## config.mk

```make
export PLATFORM = sky130hd
export DESIGN_NAME = gdp_sequencer
export DESIGN_NICKNAME = d
export VERILOG_FILES = /design/src/rtl/gdp_pkg.sv /design/src/rtl/gdp_addr_gen.sv /design/src/rtl/gdp_sequencer.sv
export SDC_FILE = /design/constraint.sdc
export NUM_CORES = 1
export LEC_CHECK = 0
export BUFFER_PORTS_ARGS = -buffer_cell sky130_fd_sc_hd__buf_2
export CAP_MARGIN = 40
export CORE_MARGIN = 2
export CORE_UTILIZATION = 41
export CTS_BUF_LIST = sky130_fd_sc_hd__clkbuf_8
export DETAILED_ROUTE_END_ITERATION = 10
export PLACE_DENSITY_LB_ADDON = 0.2
export SYNTH_ARGS = -nofsm -noshare
export SYNTH_HDL_FRONTEND = slang
export SYNTH_HIERARCHICAL = 1
export SYNTH_SLANG_ARGS = --single-unit
```

## constraint.sdc

```tcl
create_clock -name clk -period 2 [get_ports clk]
set_clock_uncertainty 0.15 [all_clocks]
set_input_delay 0.2 -clock clk [delete_from_list [all_inputs] [get_ports clk]]
set_output_delay 0.2 -clock clk [all_outputs]
set_load 0.01 [all_outputs]
```

## src/rtl/gdp_pkg.sv

```systemverilog
// gdp_pkg: shared word type, default sizing and FSM encoding for the gdp sequencer
package gdp_pkg;
    typedef logic [15:0] gdp_word_t;
    localparam int GDP_N_COMP   = 39;
    localparam int GDP_N_STATES = 8;
    localparam int GDP_LAT_DEF  = 4;
    typedef enum logic [1:0] {IDLE, STREAM, DRAIN} gdp_state_t;
endpackage

```

## src/rtl/gdp_addr_gen.sv

```systemverilog
// gdp_addr_gen: component/state counters, RAM addresses and data-aligned first/last flags
module gdp_addr_gen
    import gdp_pkg::*;
#(
    parameter int N_COMP   = GDP_N_COMP,
    parameter int N_STATES = GDP_N_STATES,
    localparam int CW = $clog2(N_COMP),
    localparam int SW = $clog2(N_STATES),
    localparam int PW = $clog2(N_STATES * N_COMP)
) (
    input  logic          clk,
    input  logic          reset,
    input  logic          en,
    output logic [CW-1:0] obs_addr,
    output logic [PW-1:0] par_addr,
    output logic [SW-1:0] k_addr,
    output logic          last_item,
    output logic          first_calc,
    output logic          last_calc
);
    logic last_c;
    assign last_c    = obs_addr == CW'(N_COMP - 1);
    assign last_item = en && last_c && k_addr == SW'(N_STATES - 1);
    // walk (state, comp) with comp fastest; flags lag one cycle to line up with RAM read data
    always_ff @(posedge clk or negedge reset) begin
        if (!reset) begin
            obs_addr   <= '0;
            par_addr   <= '0;
            k_addr     <= '0;
            first_calc <= 1'b0;
            last_calc  <= 1'b0;
        end else begin
            first_calc <= en && obs_addr == '0;
            last_calc  <= en && last_c;
            if (en) begin
                obs_addr <= last_c ? '0 : obs_addr + 1'b1;
                k_addr   <= last_c ? (k_addr == SW'(N_STATES - 1) ? '0 : k_addr + 1'b1) : k_addr;
                par_addr <= last_item ? '0 : par_addr + 1'b1;
            end
        end
    end
endmodule

```

## src/rtl/gdp_sequencer.sv

```systemverilog
// gdp_sequencer: feeds one frame of operands into gdp and tags returned scores; GDP_SEQ_BEST_EN adds best-score/timeout outputs
module gdp_sequencer
    import gdp_pkg::*;
#(
    parameter int N_COMP   = GDP_N_COMP,
    parameter int N_STATES = GDP_N_STATES,
    parameter int GDP_LAT  = GDP_LAT_DEF,
    localparam int CW = $clog2(N_COMP),
    localparam int SW = $clog2(N_STATES),
    localparam int PW = $clog2(N_STATES * N_COMP)
) (
    input  logic          clk,
    input  logic          reset,
    input  logic          start,
    output logic          busy,
    output logic          done,
    output logic [CW-1:0] obs_addr,
    input  gdp_word_t     obs_data,
    output logic [PW-1:0] par_addr,
    input  gdp_word_t     mean_data,
    input  gdp_word_t     omega_data,
    output logic [SW-1:0] k_addr,
    input  gdp_word_t     k_data,
    output logic          first_calc,
    output logic          last_calc,
    output gdp_word_t     x,
    output gdp_word_t     mean,
    output gdp_word_t     omega,
    output gdp_word_t     k,
    input  gdp_word_t     ln_p,
    input  logic          data_ready,
    output logic          score_valid,
    output gdp_word_t     score,
    output logic [SW-1:0] score_state
`ifdef GDP_SEQ_BEST_EN
    ,
    output gdp_word_t     best_score,
    output logic [SW-1:0] best_state,
    output logic          timeout
`endif
);
    localparam int TO = GDP_LAT + N_COMP;
    localparam int RW = $clog2(N_STATES + 1);
    localparam int DW = $clog2(TO + 1);

    if (N_COMP < 2) begin : g_bad_comp
        $error("gdp_sequencer: N_COMP must be >= 2");
    end

    gdp_state_t    state, nxt;
    logic [RW-1:0] rcnt;
    logic [DW-1:0] dcnt;
    logic          last_item, fin, to_hit, capture, go;

    assign x       = obs_data;
    assign mean    = mean_data;
    assign omega   = omega_data;
    assign k       = k_data;
    assign busy    = state != IDLE;
    assign go      = state == IDLE && start;
    assign capture = data_ready && busy;
    assign to_hit  = dcnt == DW'(TO);
    assign fin     = rcnt == RW'(N_STATES) || (data_ready && rcnt == RW'(N_STATES - 1));

    gdp_addr_gen #(.N_COMP(N_COMP), .N_STATES(N_STATES)) u_addr (
        .clk       (clk),
        .reset     (reset),
        .en        (state == STREAM),
        .obs_addr  (obs_addr),
        .par_addr  (par_addr),
        .k_addr    (k_addr),
        .last_item (last_item),
        .first_calc(first_calc),
        .last_calc (last_calc)
    );

    // frame sequencing: stream all items, then wait for the last score or the drain timeout
    always_comb begin
        nxt = state == IDLE   ? (start ? STREAM : IDLE) :
              state == STREAM ? (last_item ? DRAIN : STREAM) :
              (fin || to_hit) ? IDLE : DRAIN;
    end

    // FSM state register
    always_ff @(posedge clk or negedge reset) begin
        if (!reset) state <= IDLE;
        else        state <= nxt;
    end

    // capture gdp results in arrival order, count drain cycles and flag frame completion
    always_ff @(posedge clk or negedge reset) begin
        if (!reset) begin
            done        <= 1'b0;
            score_valid <= 1'b0;
            score       <= '0;
            score_state <= '0;
            rcnt        <= '0;
            dcnt        <= '0;
        end else begin
            done        <= state == DRAIN && nxt == IDLE;
            score_valid <= capture;
            dcnt        <= state == DRAIN ? dcnt + 1'b1 : '0;
            if (go) begin
                rcnt <= '0;
            end else if (capture) begin
                score       <= ln_p;
                score_state <= rcnt[SW-1:0];
                rcnt        <= rcnt == RW'(N_STATES) ? rcnt : rcnt + 1'b1;
            end
        end
    end

`ifdef GDP_SEQ_BEST_EN
    // running signed maximum; strict compare keeps the earlier (lower) state on ties
    always_ff @(posedge clk or negedge reset) begin
        if (!reset) begin
            best_score <= '0;
            best_state <= '0;
            timeout    <= 1'b0;
        end else if (go) begin
            best_score <= 16'h8000;
            best_state <= '0;
            timeout    <= 1'b0;
        end else begin
            if (capture && $signed(ln_p) > $signed(best_score)) begin
                best_score <= ln_p;
                best_state <= rcnt[SW-1:0];
            end
            if (state == DRAIN && to_hit && !fin) timeout <= 1'b1;
        end
    end
`endif
endmodule

```

==> impl.org <==
** Outcome
- Outcome :: finished clean

** Timing
- Final Critical Period :: 1.86 ns
- The number of hold violations in the final report was 0.
- The number of pins exceeding their max-slew limit in the final report was 0.
- Part of the cycle the worst path needs :: 93.1%
- Highest clock frequency the design can meet :: 0.537 GHz
- Worst hold margin :: 0.196 ns
- For the pin with the worst max-slew slack, the measured transition is 0.354 ns.
- Unrepaired setup endpoints after global routing :: no
- Headroom to the max-slew limit came out at 76.3%.
- After routing, the total negative slack on setup checks comes to 0 ns.
- Setup violations remaining at the end of the flow were counted as 0.

** Synthesis
- Post-synth top area share :: 46.0%
- For this run, the register share of the synthesized area comes to 46.0%.
- The number of nets in the synthesized netlist is 395.
- Synthesized cell area :: 2880 um^2
- The synthesized netlist contains 40 unique library cells.
- Averaged over all synthesized cells, the footprint is 9.54 um^2.
- Async SR Flop Fraction :: 100%
- Main synth FF type :: sky130_fd_sc_hd__dfrtp_1
- After synthesis, the cell types taking the most area are sky130_fd_sc_hd__dfrtp_1, sky130_fd_sc_hd__buf_4, sky130_fd_sc_hd__nand2_1.
- Yosys printed 6 warnings.
- Synthesis produced a netlist whose cell count is 302.
- FF+latch count, synth :: 53
- Count of flip-flops with a built-in enable after synthesis :: 0
- Of all cell types, the one taking the most synthesized area is sky130_fd_sc_hd__dfrtp_1.

** Clock network
- Clock slew at the register clock pins of the worst setup and hold paths :: 0.09 ns
- Number of buffers created by CTS :: 5
- The H-tree was split into 2 levels.
- Clock tree from TritonCTS :: done
- Buffers inserted to repair hold after CTS numbered 17.
- CTS saw 53 sinks.
- Post-CTS timing repair inserted 0 buffers for setup.
- Root buffer selected by CTS :: sky130_fd_sc_hd__clkbuf_8
- Clk Latency, worst-skew pair :: 0.30 ns
- No sink is reached through more buffers than the 2 on the longest clock path.
- Post-cts repair resize count :: 0

** Detailed routing
- Via count :: 2011
- The first routing iteration left 59 violations.
- Iteration count of the initial detailed-routing pass :: 4
- DRC errors left :: 0
- Vias per std cell :: 4.82
- WL/cell :: 12.4 um
- The final layout contains routed wiring with a total length of 5.19 mm.
- Antenna-violating nets left :: 0

** Die
- X dimension of the die :: 87.8 um
- 190 I/O pins were placed.
- The die covers 7710 um^2.
- The core region is 6790 um^2.
- Vertical die dimension :: 87.8 um
- Row cnt :: 30
- The initial utilization of the core area, before any placement, comes to 42.4%.

** Finish
- The number of antenna diodes in the final layout is 0.
- The net count of the finished layout is 414.
- Final non-filler cell total :: 417
- Layout cell share with drive strength beyond 1 :: 26.2%
- Measured on the finished design, the core utilization comes to 45.5%.
- Relative area change from synthesis to final layout :: 7.34%
- Fill cell total of the finished layout :: 642
- Leaving out fill and tap cells, the most frequent cells in the layout are sky130_fd_sc_hd__nand2_1, sky130_fd_sc_hd__buf_2, sky130_fd_sc_hd__dfrtp_1.
- Leaving out fill and tap cells, the most frequent cell in the layout is sky130_fd_sc_hd__nand2_1.

** Setup path
- Category of cells accounting for the largest share of critical-path delay :: simple AND/OR/NAND/NOR gates
- Along the worst path, the maximum fanout reaches 17.
- On the worst path, the slowest cell contributes a delay of 0.46 ns.
- STA classifies the critical path endpoint as a flip-flop.
- On the critical path, the stage with the largest delay is an instance of sky130_fd_sc_hd__dfrtp_1.
- Endpoint arrival time on the critical path :: 1.90 ns
- At the worst endpoint, the required time is 2.03 ns.
- Setup crit start kind :: flip-flop
- Crit path cell chain :: inv_1 > nor2_1 > buf_4 > nand2_1 > nor2_4 > mux2_1
- The number of buffers and inverters on the critical path is 2.
- The critical path in this run is classified as flip-flop to flip-flop.

** Placed design
- After detailed placement, the design holds a cell count of 393.
- Count of port buffers added during placement :: 61
- The HPWL after detailed placement is 3.55 mm.
- Routability-driven placement finished with a final weighted congestion of 0.764.

** Global routing
- Number of global-route vias before repair :: 2019
- Entering global routing, the biggest net connects 54 pins.
- Summed over all layers, the global routing overflow is 0.
- The initial antenna violation count came to 0.
- Total GRT Usage :: 14.0%
- The first global-routing pass estimated 8.79 mm of wire.

** Power and ir drop
- Power density over cell area :: 712 nW/um^2
- Leakage :: 1.54 nW
- Worst voltage drop across the vdd grid :: 0.000259 V

** Hold path
- The min-delay analysis places its worst path in the category input port to flip-flop.

** Flow run
- Max-cap violations in this run came to 0.
## report_power, final
group / switching, W / total (W) / internal, W
Combinational: 0.000186 / 0.000350 / 0.000164
Clock: 0.000333 / 0.000607 / 0.000274
Sequential: 0.0000797 / 0.00124 / 0.00116
## per-stage QoR
step | worst slack, ns | power, W | area (um^2)
after floorplan | 0.318 | 0.00158 | 2880
after CTS | 0.119 | 0.00224 | 3090
after global routing | 0.00442 | 0.00236 | 3090
after detailed placement | 0.133 | 0.00159 | 2830
after global placement | 0.190 | 0.00159 | 2830
final | 0.138 | 0.00220 | 3090
## final timing paths
check	from	endpoint	slack, ns	cells past startpoint
max in group asynchronous	reset	u_addr/par_addr[3]	1.18	3
max	state[0]	u_addr/k_addr[2]	0.14	6
max reg2reg	state[0]	u_addr/k_addr[2]	0.14	6
min	data_ready	rcnt[1]	0.20	4
min reg2reg	dcnt[0]	dcnt[0]	0.31	1
min in group asynchronous	reset	score_state[2]	0.28	3
## Yosys cell counts, drive strengths merged (2+ instances only)
master and number:
nor3 3, xnor2 2, nand3 7, nand2 68, xor2 5, mux2i 2
a31o 2, or3 6, nand4 8, inv 11, mux2 3, ha 9
o31ai 2, nor2 16, a21oi 8, dfrtp 53, o21ai 13, buf 71
## registers in the layout, indices dropped and copies added (netlist names)
signal             flops
rcnt                   4
u_addr/last_calc       1
dcnt                   6
u_addr/par_addr        9
state                  2
u_addr/obs_addr        6
u_addr/first_calc      1
score                 16
done                   1
u_addr/k_addr          3
score_valid            1
score_state            3
## metal layers
| metal | vias to the layer above | GRT usage [%] | routed length [um] |
|---|---|---|---|
| met2 | 84 | 24.0 | 2370 |
| li1 | 960 | - | - |
| met5 | - | 0 | 0 |
| met1 | 962 | 17.1 | 2400 |
| met3 | 5 | 5.28 | 392 |
| met4 | 0 | 2.52 | 23 |
## cell type report
cell class	instances	area, um^2	area share (%)
Tap cell	96	120	3.88
Clock buffer	6	82.6	2.67
Multi-Input combinational cell	167	990	32.0
Sequential cell	53	1330	42.9
Clock inverter	1	7.51	0.243
Inverter	11	41.3	1.33
Timing Repair Buffer	83	526	17.0
## tightest hold or removal path, delay by kind of cell
family          cells  cell delay [ns]
buf+inv             1             0.13
compound gates      2             0.23
simple gates        1             0.05
## kinds of logic after synthesis
family / synth area share, %
DFF: 46.0
adders and majority gates: 3.91
muxes: 1.87
and+or+nand+nor: 19.9
buffers and inverters: 19.6
AOI/OAI and AO/OA: 6.56
xor gates and xnor gates: 2.13
Note: power is estimated with default switching activity, not from simulation.
